===== src/rtl/ram_pkg.sv =====
// Shared types and helpers for the parametrised distributed RAM and its init sequencer.
package ram_pkg;

   typedef enum logic {
      ST_INIT = 1'b0,
      ST_IDLE = 1'b1
   } init_state_e;

   function automatic int unsigned bw(input int unsigned width);
      return width / 8;
   endfunction

   function automatic bit width_ok(input int unsigned width);
      return (width % 8) == 0;
   endfunction

endpackage


===== src/rtl/ram_init_seq.sv =====
// Init sequencer: walks every address once after reset or on request, driving the fill write.
module ram_init_seq
   import ram_pkg::*;
#(
   parameter int unsigned ADD_BITS = 5
) (
   input  logic                clk,
   input  logic                rst_n,
   input  logic                init_req,
   output logic                init_busy,
   output logic                init_we,
   output logic [ADD_BITS-1:0] init_addr
);

   localparam int unsigned DEPTH = 2 ** ADD_BITS;
   localparam logic [ADD_BITS:0] CNT_LAST = (ADD_BITS + 1)'(DEPTH - 1);

   init_state_e       state_q, state_d;
   logic [ADD_BITS:0] cnt_q, cnt_d;

   always_comb begin
      state_d = state_q;
      cnt_d   = cnt_q;
      unique case (state_q)
         ST_INIT: begin
            cnt_d = cnt_q + 1'b1;
            if (cnt_q == CNT_LAST) state_d = ST_IDLE;
         end
         ST_IDLE: begin
            if (init_req) begin
               cnt_d   = '0;
               state_d = ST_INIT;
            end
         end
      endcase
   end

   always_ff @(posedge clk or negedge rst_n) begin
      if (!rst_n) begin
         state_q <= ST_INIT;
         cnt_q   <= '0;
      end else begin
         state_q <= state_d;
         cnt_q   <= cnt_d;
      end
   end

   assign init_busy = (state_q == ST_INIT);
   assign init_we   = init_busy;
   assign init_addr = cnt_q[ADD_BITS-1:0];

endmodule


===== src/rtl/dist_ram_dp_param.sv =====
// Simple dual-port distributed RAM with byte enables, optional registered read with
// write-first bypass, and a built-in fill sequencer.
module dist_ram_dp_param
   import ram_pkg::*;
#(
   parameter int unsigned            RAM_WIDTH = 8,
   parameter int unsigned            ADD_BITS  = 5,
   parameter bit                     REG_OUT   = 1'b1,
   parameter bit                     BYPASS    = 1'b1,
   parameter logic [RAM_WIDTH-1:0]   INIT_VAL  = '0
) (
   input  logic                      clk,
   input  logic                      rst_n,
   input  logic                      write_sig,
   input  logic [bw(RAM_WIDTH)-1:0]  byte_en,
   input  logic [ADD_BITS-1:0]       address_w,
   input  logic [RAM_WIDTH-1:0]      data_in,
   input  logic                      read_en,
   input  logic [ADD_BITS-1:0]       address_r,
   output logic [RAM_WIDTH-1:0]      data_out,
   output logic                      data_valid,
   input  logic                      init_req,
   output logic                      init_busy
);

   localparam int unsigned NB    = bw(RAM_WIDTH);
   localparam int unsigned DEPTH = 2 ** ADD_BITS;

   if (!width_ok(RAM_WIDTH)) begin : g_bad_width
      $error("RAM_WIDTH must be a multiple of 8");
   end

   logic                 init_we;
   logic [ADD_BITS-1:0]  init_addr;
   logic                 user_we;
   logic                 wr_en;
   logic [NB-1:0]        wr_be;
   logic [ADD_BITS-1:0]  wr_addr;
   logic [RAM_WIDTH-1:0] wr_data;
   logic [RAM_WIDTH-1:0] rd_word;

   // No reset on the array so it maps onto LUT RAM.
   logic [RAM_WIDTH-1:0] mem [DEPTH];

   ram_init_seq #(
      .ADD_BITS (ADD_BITS)
   ) u_init_seq (
      .clk       (clk),
      .rst_n     (rst_n),
      .init_req  (init_req),
      .init_busy (init_busy),
      .init_we   (init_we),
      .init_addr (init_addr)
   );

   assign user_we = write_sig & ~init_busy;

   always_comb begin
      if (init_we) begin
         wr_en   = 1'b1;
         wr_be   = '1;
         wr_addr = init_addr;
         wr_data = INIT_VAL;
      end else begin
         wr_en   = user_we;
         wr_be   = byte_en;
         wr_addr = address_w;
         wr_data = data_in;
      end
   end

   always_ff @(posedge clk) begin
      if (wr_en) begin
         for (int unsigned i = 0; i < NB; i++) begin
            if (wr_be[i]) mem[wr_addr][8*i +: 8] <= wr_data[8*i +: 8];
         end
      end
   end

   assign rd_word = mem[address_r];

   if (REG_OUT) begin : g_reg_out
      logic [RAM_WIDTH-1:0] dout_q, dout_d, byp_word;
      logic                 valid_q, valid_d, rd_fire;

      always_comb begin
         byp_word = rd_word;
         // Write-first: merge enabled bytes of the colliding write into the read word.
         if (BYPASS && user_we && (address_w == address_r)) begin
            for (int unsigned i = 0; i < NB; i++) begin
               if (byte_en[i]) byp_word[8*i +: 8] = data_in[8*i +: 8];
            end
         end
         rd_fire = read_en & ~init_busy;
         dout_d  = rd_fire ? byp_word : dout_q;
         valid_d = rd_fire;
      end

      always_ff @(posedge clk or negedge rst_n) begin
         if (!rst_n) begin
            dout_q  <= '0;
            valid_q <= 1'b0;
         end else begin
            dout_q  <= dout_d;
            valid_q <= valid_d;
         end
      end

      assign data_out   = dout_q;
      assign data_valid = valid_q;
   end else begin : g_comb_out
      assign data_out   = rd_word;
      assign data_valid = read_en & ~init_busy;
   end

endmodule

===== config.mk =====
export PLATFORM = sky130hd
export DESIGN_NAME = dist_ram_dp_param
export DESIGN_NICKNAME = d
export VERILOG_FILES = /design/src/rtl/ram_pkg.sv /design/src/rtl/ram_init_seq.sv /design/src/rtl/dist_ram_dp_param.sv
export SDC_FILE = /design/constraint.sdc
export NUM_CORES = 1
export LEC_CHECK = 0
export ABC_AREA = 1
export BUFFER_PORTS_ARGS = -buffer_cell sky130_fd_sc_hd__buf_4
export CORE_MARGIN = 2
export CORE_UTILIZATION = 48
export DETAILED_ROUTE_END_ITERATION = 16
export GPL_ROUTABILITY_DRIVEN = 0
export PLACE_DENSITY = 0.64
export SETUP_SLACK_MARGIN = 0.1
export SLEW_MARGIN = 25
export SYNTH_ARGS = -nofsm -noshare
export SYNTH_HDL_FRONTEND = slang
export SYNTH_SLANG_ARGS = --single-unit

===== constraint.sdc =====
create_clock -name clk -period 2.22 [get_ports clk]
set_input_delay 0.333 -clock clk [delete_from_list [all_inputs] [get_ports clk]]
set_output_delay 0.333 -clock clk [all_outputs]
set_load 0.02 [all_outputs]

==> results of run 1 <==
## path summary, 6_finish.rpt
kind,endpoint,slack (ns),cells past startpoint
min in group asynchronous,data_out[3],0.22,2
worst min-delay path,u_init_seq.state_q,0.12,3
worst max-delay path,mem[12][3],0.25,7
worst max register to register,mem[12][3],0.25,7
worst min register to register,data_out[4],0.49,2
max in group asynchronous,u_init_seq.cnt_q[5],1.80,2
## layer usage
layer | vias up | part of all wire, %
li1 | 4018 | -
met1 | 3880 | 44
met2 | 276 | 46
met3 | 71 | 6.1
met4 | 0 | 3.4
met5 | - | 0
## power by group through the flow
stage / Sequential [mW] / Combinational (mW) / Clock [mW]
floorplan: 6.89 / 1.50 / 0
global placement: 6.84 / 2.73 / 0
detailed placement: 6.85 / 2.75 / 0
CTS: 6.75 / 2.77 / 4.68
global route: 6.82 / 3.05 / 4.86
finish: 6.75 / 2.78 / 4.61
## worst reg2reg max path, stage by stage, from the launching register on
cell and delay, ns:
dfrtp_1 0.41, inv_2 0.07, or2_2 0.27, o21ai_1 0.27, inv_1 0.21, nand2_1 0.25
nor2_1 0.07, buf_4 0.17
## Yosys cell counts
cell        n  area [um2]
buf_1       8        30.0
buf_2      13        65.1
buf_4       2        15.0
buf_6      27         304
clkbuf_1    7        26.3
dfrtp_1    16         400
edfxtp_1  256        7690
ha_1        1        12.5
inv_1     152         571
inv_2       4        15.0
mux2_2      1        11.3
nand2_1   418        1570
nand3_1   184         921
nand4_2     1        12.5
nor2_1     72         270
nor4_1      1        6.26
o21a_1      1        7.51
o21ai_0     7        35.0
o21ai_1     8        40.0
o22ai_1     2        12.5
or2_0       2        12.5
or2_2       2        12.5
xnor2_1     3        26.3
xor2_1      4        35.0
## area by class of cell
class / count / area [um2]
Timing Repair Buffer: 101 / 873
Clock inverter: 17 / 165
Inverter: 156 / 587
Sequential cell: 272 / 8090
Fill cell: 2182 / 11100
Clock buffer: 34 / 744
Tap cell: 330 / 413
Multi-Input combinational cell: 707 / 2990
## kinds of logic (layout without fill, tap and decap cells)
family                   after synthesis  count (layout)  synth area share (%)
AO/OA/AOI/OAI                         18              18                 0.786
XOR/XNOR                               7               7                 0.507
adder cells (fa/ha/maj)                1               1                 0.103
buffers and inverters                213             308                  8.48
flip-flops                           272             272                  66.9
multiplexers                           1               1                0.0931
AND/OR/NAND/NOR                      680             680                  23.2
## per-stage QoR
stage	total power, mW	instances	util (%)
global route	14.7	1617	55.5
floorplan	8.39	1192	-
global placement	9.56	1565	51.8
detailed placement	9.60	1565	51.8
finish	14.1	1617	55.5
CTS	14.2	1617	55.5
## sequential cells by signal, summed over array words and instances, names as in the netlist
signal and cells:
data_out 8, data_valid 1, mem 256, u_init_seq.cnt_q 6, u_init_seq.state_q 1
## repair_timing
item | 4_1_cts | 5_1_grt
resized for setup | 0 | 4
hold buffers | 1 | 0
setup buffers | 0 | 0
endpoints found under the hold margin | 16 | 0
endpoints found under the setup margin | 0 | 40
==> flow_metrics.py, run 1 <==
metrics = {
    "status": {
        "outcome": "completed",
    },
    "synth": {
        "syn-cell-area_um2": 12100,
        "syn_area_per_cell_um2": 10.1,
        "syn-num-nets": 1217,
        "synth-seq-cells": 272,
        "synthDistinctLibCells": 24,
        "yosysSeqAreaShare_pct": 66.9,
        "netlist_instances": 1192,
        "ys_warn_count": 0,
    },
    "sta": {
        "rsz0062_at_grt": "false",
        "setup_viol": 0,
        "worst_clock_skew_ns": 0.00823,
        "worst_slew_pin_slew_ns": 0.586,
        "maxSlewHeadroom_pct": 60.9,
        "final.setup.tns_ns": 0,
        "finalHoldViolations": 0,
        "period_share_pct": 88.8,
        "period_needed_ns": 1.97,
        "worst_slack_ns": 0.249,
        "timing.hold.ws_ns": 0.115,
        "slew_violations": 0,
        "fmax_mhz": 507,
    },
    "detailed_routing": {
        "routed_via_density": 5.10,
        "wl_per_cell_um": 17.8,
        "drc_errors": 0,
        "vias": 8245,
        "ant_nets": 0,
        "wl_mm": 28.8,
        "firstDrtPassIters": 5,
        "drt_first_iter_violations": 846,
    },
    "power_and_ir_drop": {
        "intPower_mw": 10.1,
        "p_sw_share_pct": 28.4,
        "ir_worst_vdd_v": 0.000783,
        "power_frac_comb_pct": 19.7,
        "p_leak_nw": 6.05,
        "powerDensity_nw_per_um2": 1020,
        "p_switching_mw": 4.02,
        "seqPwrFrac_pct": 47.7,
        "clkPwrFrac_pct": 32.6,
    },
    "grt": {
        "grt_use_met2_pct": 35.3,
        "busiest_layer": "met2",
        "track_usage_pct": 22.1,
        "grt_use_met1_pct": 31.1,
        "grt_pass1_wl_mm": 44.0,
        "use_met3_pct": 3.44,
        "grt_overflow": 0,
        "grt_max_degree": 63,
        "grt_pass1_vias": 7913,
        "antenna_found_initial": 0,
    },
    "worst_hold_path": {
        "hp-class": "primary input to register",
        "holdCritStartpoint": "init_req",
    },
    "clock_tree": {
        "clk_path_buf_depth": 3,
        "htree_num_levels": 1,
        "root_buffer": "clkbuf_16",
        "cts_buffers": 28,
        "cts_tree": "yes",
        "cts_num_sinks": 272,
        "clk_latency_ns": 0.54,
        "cts.clk_slew.worst_paths_ns": 0.06,
    },
    "worst_setup_path": {
        "crit_required_ns": 2.52,
        "startpoint_type": "register",
        "endpoint_kind": "register",
        "crit_path_max_incr_delay_ns": 0.41,
        "cp_num_buf_inv": 3,
        "cpLargestDelayFamily": "simple AND/OR/NAND/NOR gates",
        "r2r-start": "u_init_seq.state_q",
        "slowest_stage": "dfrtp_1",
        "cp_max_fo": 8,
        "crit_type": "register to register",
        "startpoint": "u_init_seq.state_q",
        "worstPathArrival_ns": 2.27,
        "crit_chain": "inv_2 -> or2_2 -> o21ai_1 -> inv_1 -> nand2_1 -> nor2_1 -> buf_4",
    },
    "cells_and_area": {
        "final_common_cell": "nand2_1",
        "final_cell_mix": "nand2_1, edfxtp_1, nand3_1",
        "diodes": 0,
        "drive_gt1_share_pct": 11.7,
        "fin_nets": 1291,
        "area_growth_syn_to_layout_pct": 14.5,
        "design_area_um2": 13900,
    },
    "floorplan": {
        "die_h_um": 163,
        "die_w_um": 163,
        "die_area_um2": 26500,
        "start_util_pct": 48.5,
        "core_um2": 25000,
        "ios": 34,
        "rows": 58,
    },
    "place": {
        "dpl_worst_slack_ns": 0.237,
        "place_hpwl_mm": 17.8,
        "placed_area_um2": 12900,
        "numPortBuffers": 33,
    },
    "job": {
        "max-cap-violations": 0,
    },
}
No activity file was read; power rests on OpenSTA's default activity.
==> inputs of run 2 (changes only) <==
Settings changed: CORE_ASPECT_RATIO set to 1.4, CORE_UTILIZATION 48 to 59, PLACE_DENSITY 0.64 to 0.76.
==> flow_metrics.py, run 2 (same netlist as run 1, synthesis figures left out) <==
metrics = {
    "power_and_ir_drop": {
        "ir_worst_vdd_v": 0.000734,
        "totalPowerFinal_mw": 13.9,
        "power_frac_comb_pct": 20.5,
        "clkPwrFrac_pct": 30.8,
        "powerDensity_nw_per_um2": 1010,
        "p_switching_mw": 3.89,
        "p_leak_nw": 6.00,
        "intPower_mw": 9.98,
        "seqPwrFrac_pct": 48.7,
        "p_sw_share_pct": 28.0,
    },
    "worst_setup_path": {
        "crit_type": "register to register",
        "crit_required_ns": 2.38,
        "worstPathArrival_ns": 2.24,
        "reg2reg_slack_ns": 0.13,
        "endpoint_kind": "register",
        "cp_max_fo": 8,
        "startpoint_type": "register",
        "r2r_cells": 6,
    },
    "detailed_routing": {
        "wl_met1_mm": 10.5,
        "drt_first_iter_violations": 938,
        "routed_via_density": 5.50,
        "dr_wl_met3_mm": 2.43,
        "ant_nets": 0,
        "wl_mm": 27.8,
        "wl_per_cell_um": 18.1,
        "drc_errors": 0,
        "firstDrtPassIters": 6,
        "met2_length_mm": 14.0,
        "top_layer": "met5",
        "vias": 8448,
    },
    "cells_and_area": {
        "nFillCells": 1509,
        "diodes": 0,
        "top_register": "mem",
        "final_cell_mix": "nand2_1, edfxtp_1, nand3_1",
        "drive_gt1_share_pct": 11.6,
        "fin_nets": 1286,
        "final_common_cell": "nand2_1",
        "fin_util_pct": 67.4,
        "largest_reg_flops": 256,
        "multi_input_area_um2": 3010,
        "seqCellArea_um2": 8090,
        "area_growth_syn_to_layout_pct": 13.2,
    },
    "grt": {
        "grt_pass1_wl_mm": 43.0,
        "track_usage_pct": 25.5,
        "grt_max_degree": 82,
        "grt_pass1_vias": 8143,
        "grt_overflow": 0,
        "antenna_found_initial": 1,
    },
    "floorplan": {
        "rows": 62,
        "core_um2": 20300,
        "die_h_um": 173,
        "die_w_um": 125,
        "start_util_pct": 59.5,
        "ios": 34,
        "die_area_um2": 21700,
    },
    "clock_tree": {
        "clk_path_buf_depth": 3,
        "htree_num_levels": 1,
        "cts_setup_buffers": 0,
        "cts.clk_slew.worst_paths_ns": 0.07,
        "root_buffer": "clkbuf_16",
        "cts_buffers": 24,
        "cts_tree": "yes",
        "clk_latency_ns": 0.52,
        "cts_num_sinks": 272,
    },
    "worst_hold_path": {
        "whs_path_depth": 5,
        "hp-class": "primary input to register",
    },
    "sta": {
        "rsz0062_at_grt": "true",
        "setup_viol": 0,
        "worst_slack_ns": 0.135,
        "finalHoldViolations": 0,
        "fmax_mhz": 480,
        "period_needed_ns": 2.09,
        "worst_slew_pin_slew_ns": 0.673,
        "period_share_pct": 93.9,
        "slew_violations": 0,
        "maxSlewHeadroom_pct": 54.9,
        "worst_clock_skew_ns": 0.0149,
    },
    "place": {
        "place_hpwl_mm": 17.1,
        "dpl_worst_slack_ns": 0.0880,
        "numPortBuffers": 33,
    },
    "status": {
        "outcome": "completed",
    },
    "job": {
        "max-cap-violations": 0,
    },
}
## run 2: cell count changes in the layout (fill, tap and decap cells not counted), moves of 3 or more
| cell | before | now |
|---|---|---|
| clkbuf_16 | 29 | 25 |
| clkbuf_8 | 0 | 3 |
| clkinv_2 | 8 | 5 |
| nor2_1 | 72 | 66 |
| nor2_2 | 0 | 3 |
| nor2_4 | 0 | 3 |
| o21ai_0 | 4 | 7 |
| o21ai_1 | 11 | 8 |
## run 2: layout make-up
class                   count  area share [%]
well taps                 256            2.34
clock inverters            12           0.941
repair buffers            100            6.41
clock buffers              32            4.98
flip-flops and latches    272            59.0
inverters                 156            4.28
multi-input cells         707            22.0
## run 2: worst max-delay path: stages (launching register included)
cell and delay (ns):
dfrtp_1 0.42, buf_4 0.16, o21ai_0 0.25, inv_2 0.07, nor2_1 0.13, nand2_1 0.15
nor2_1 0.55
## run 2: path summary, 6_finish.rpt
path                                    startpoint          end
worst max register to register  u_init_seq.state_q   mem[20][1]
max in group asynchronous                    rst_n   data_valid
worst max-delay path            u_init_seq.state_q   mem[20][1]
worst min-delay path                    data_in[6]  data_out[6]
min in group asynchronous                    rst_n  data_out[6]
worst min register to register         data_out[7]  data_out[7]
## run 2: metrics by stage
step | cells | area, um2 | TNS, ns | hold slack (ns)
6_report | 1535 | 13700 | 0 | 0.141
5_1_grt | 1535 | 13700 | -0.883 | 0.169
4_1_cts | 1535 | 13700 | 0 | 0.134
3_5_place_dp | 1490 | 12800 | 0 | 0.210
3_3_place_gp | 1490 | 12800 | 0 | 0.209
2_1_floorplan | 1192 | 12100 | 0 | 0.0374
## run 2: layer usage
layer,track usage (%),vias up
li1,-,3999
met2,42.9,423
met4,9.77,2
met3,3.49,81
met5,0,-
met1,33.9,3943
## run 2: power by group through the flow
stage / clock network (mW) / registers, mW / logic [mW]
final: 4.27 / 6.76 / 2.84
after CTS: 4.30 / 6.75 / 2.78
after detailed placement: 0 / 6.85 / 2.75
after floorplan: 0 / 6.89 / 1.50
after global placement: 0 / 6.83 / 2.69
after global routing: 4.46 / 6.82 / 3.12
## run 2: what timing repair did
| action | in CTS | in global routing |
|---|---|---|
| gates resized for setup | 2 | 7 |
| hold buffers | 1 | 0 |
| setup endpoints to repair | 26 | 63 |
| hold endpoints to repair | 16 | 0 |
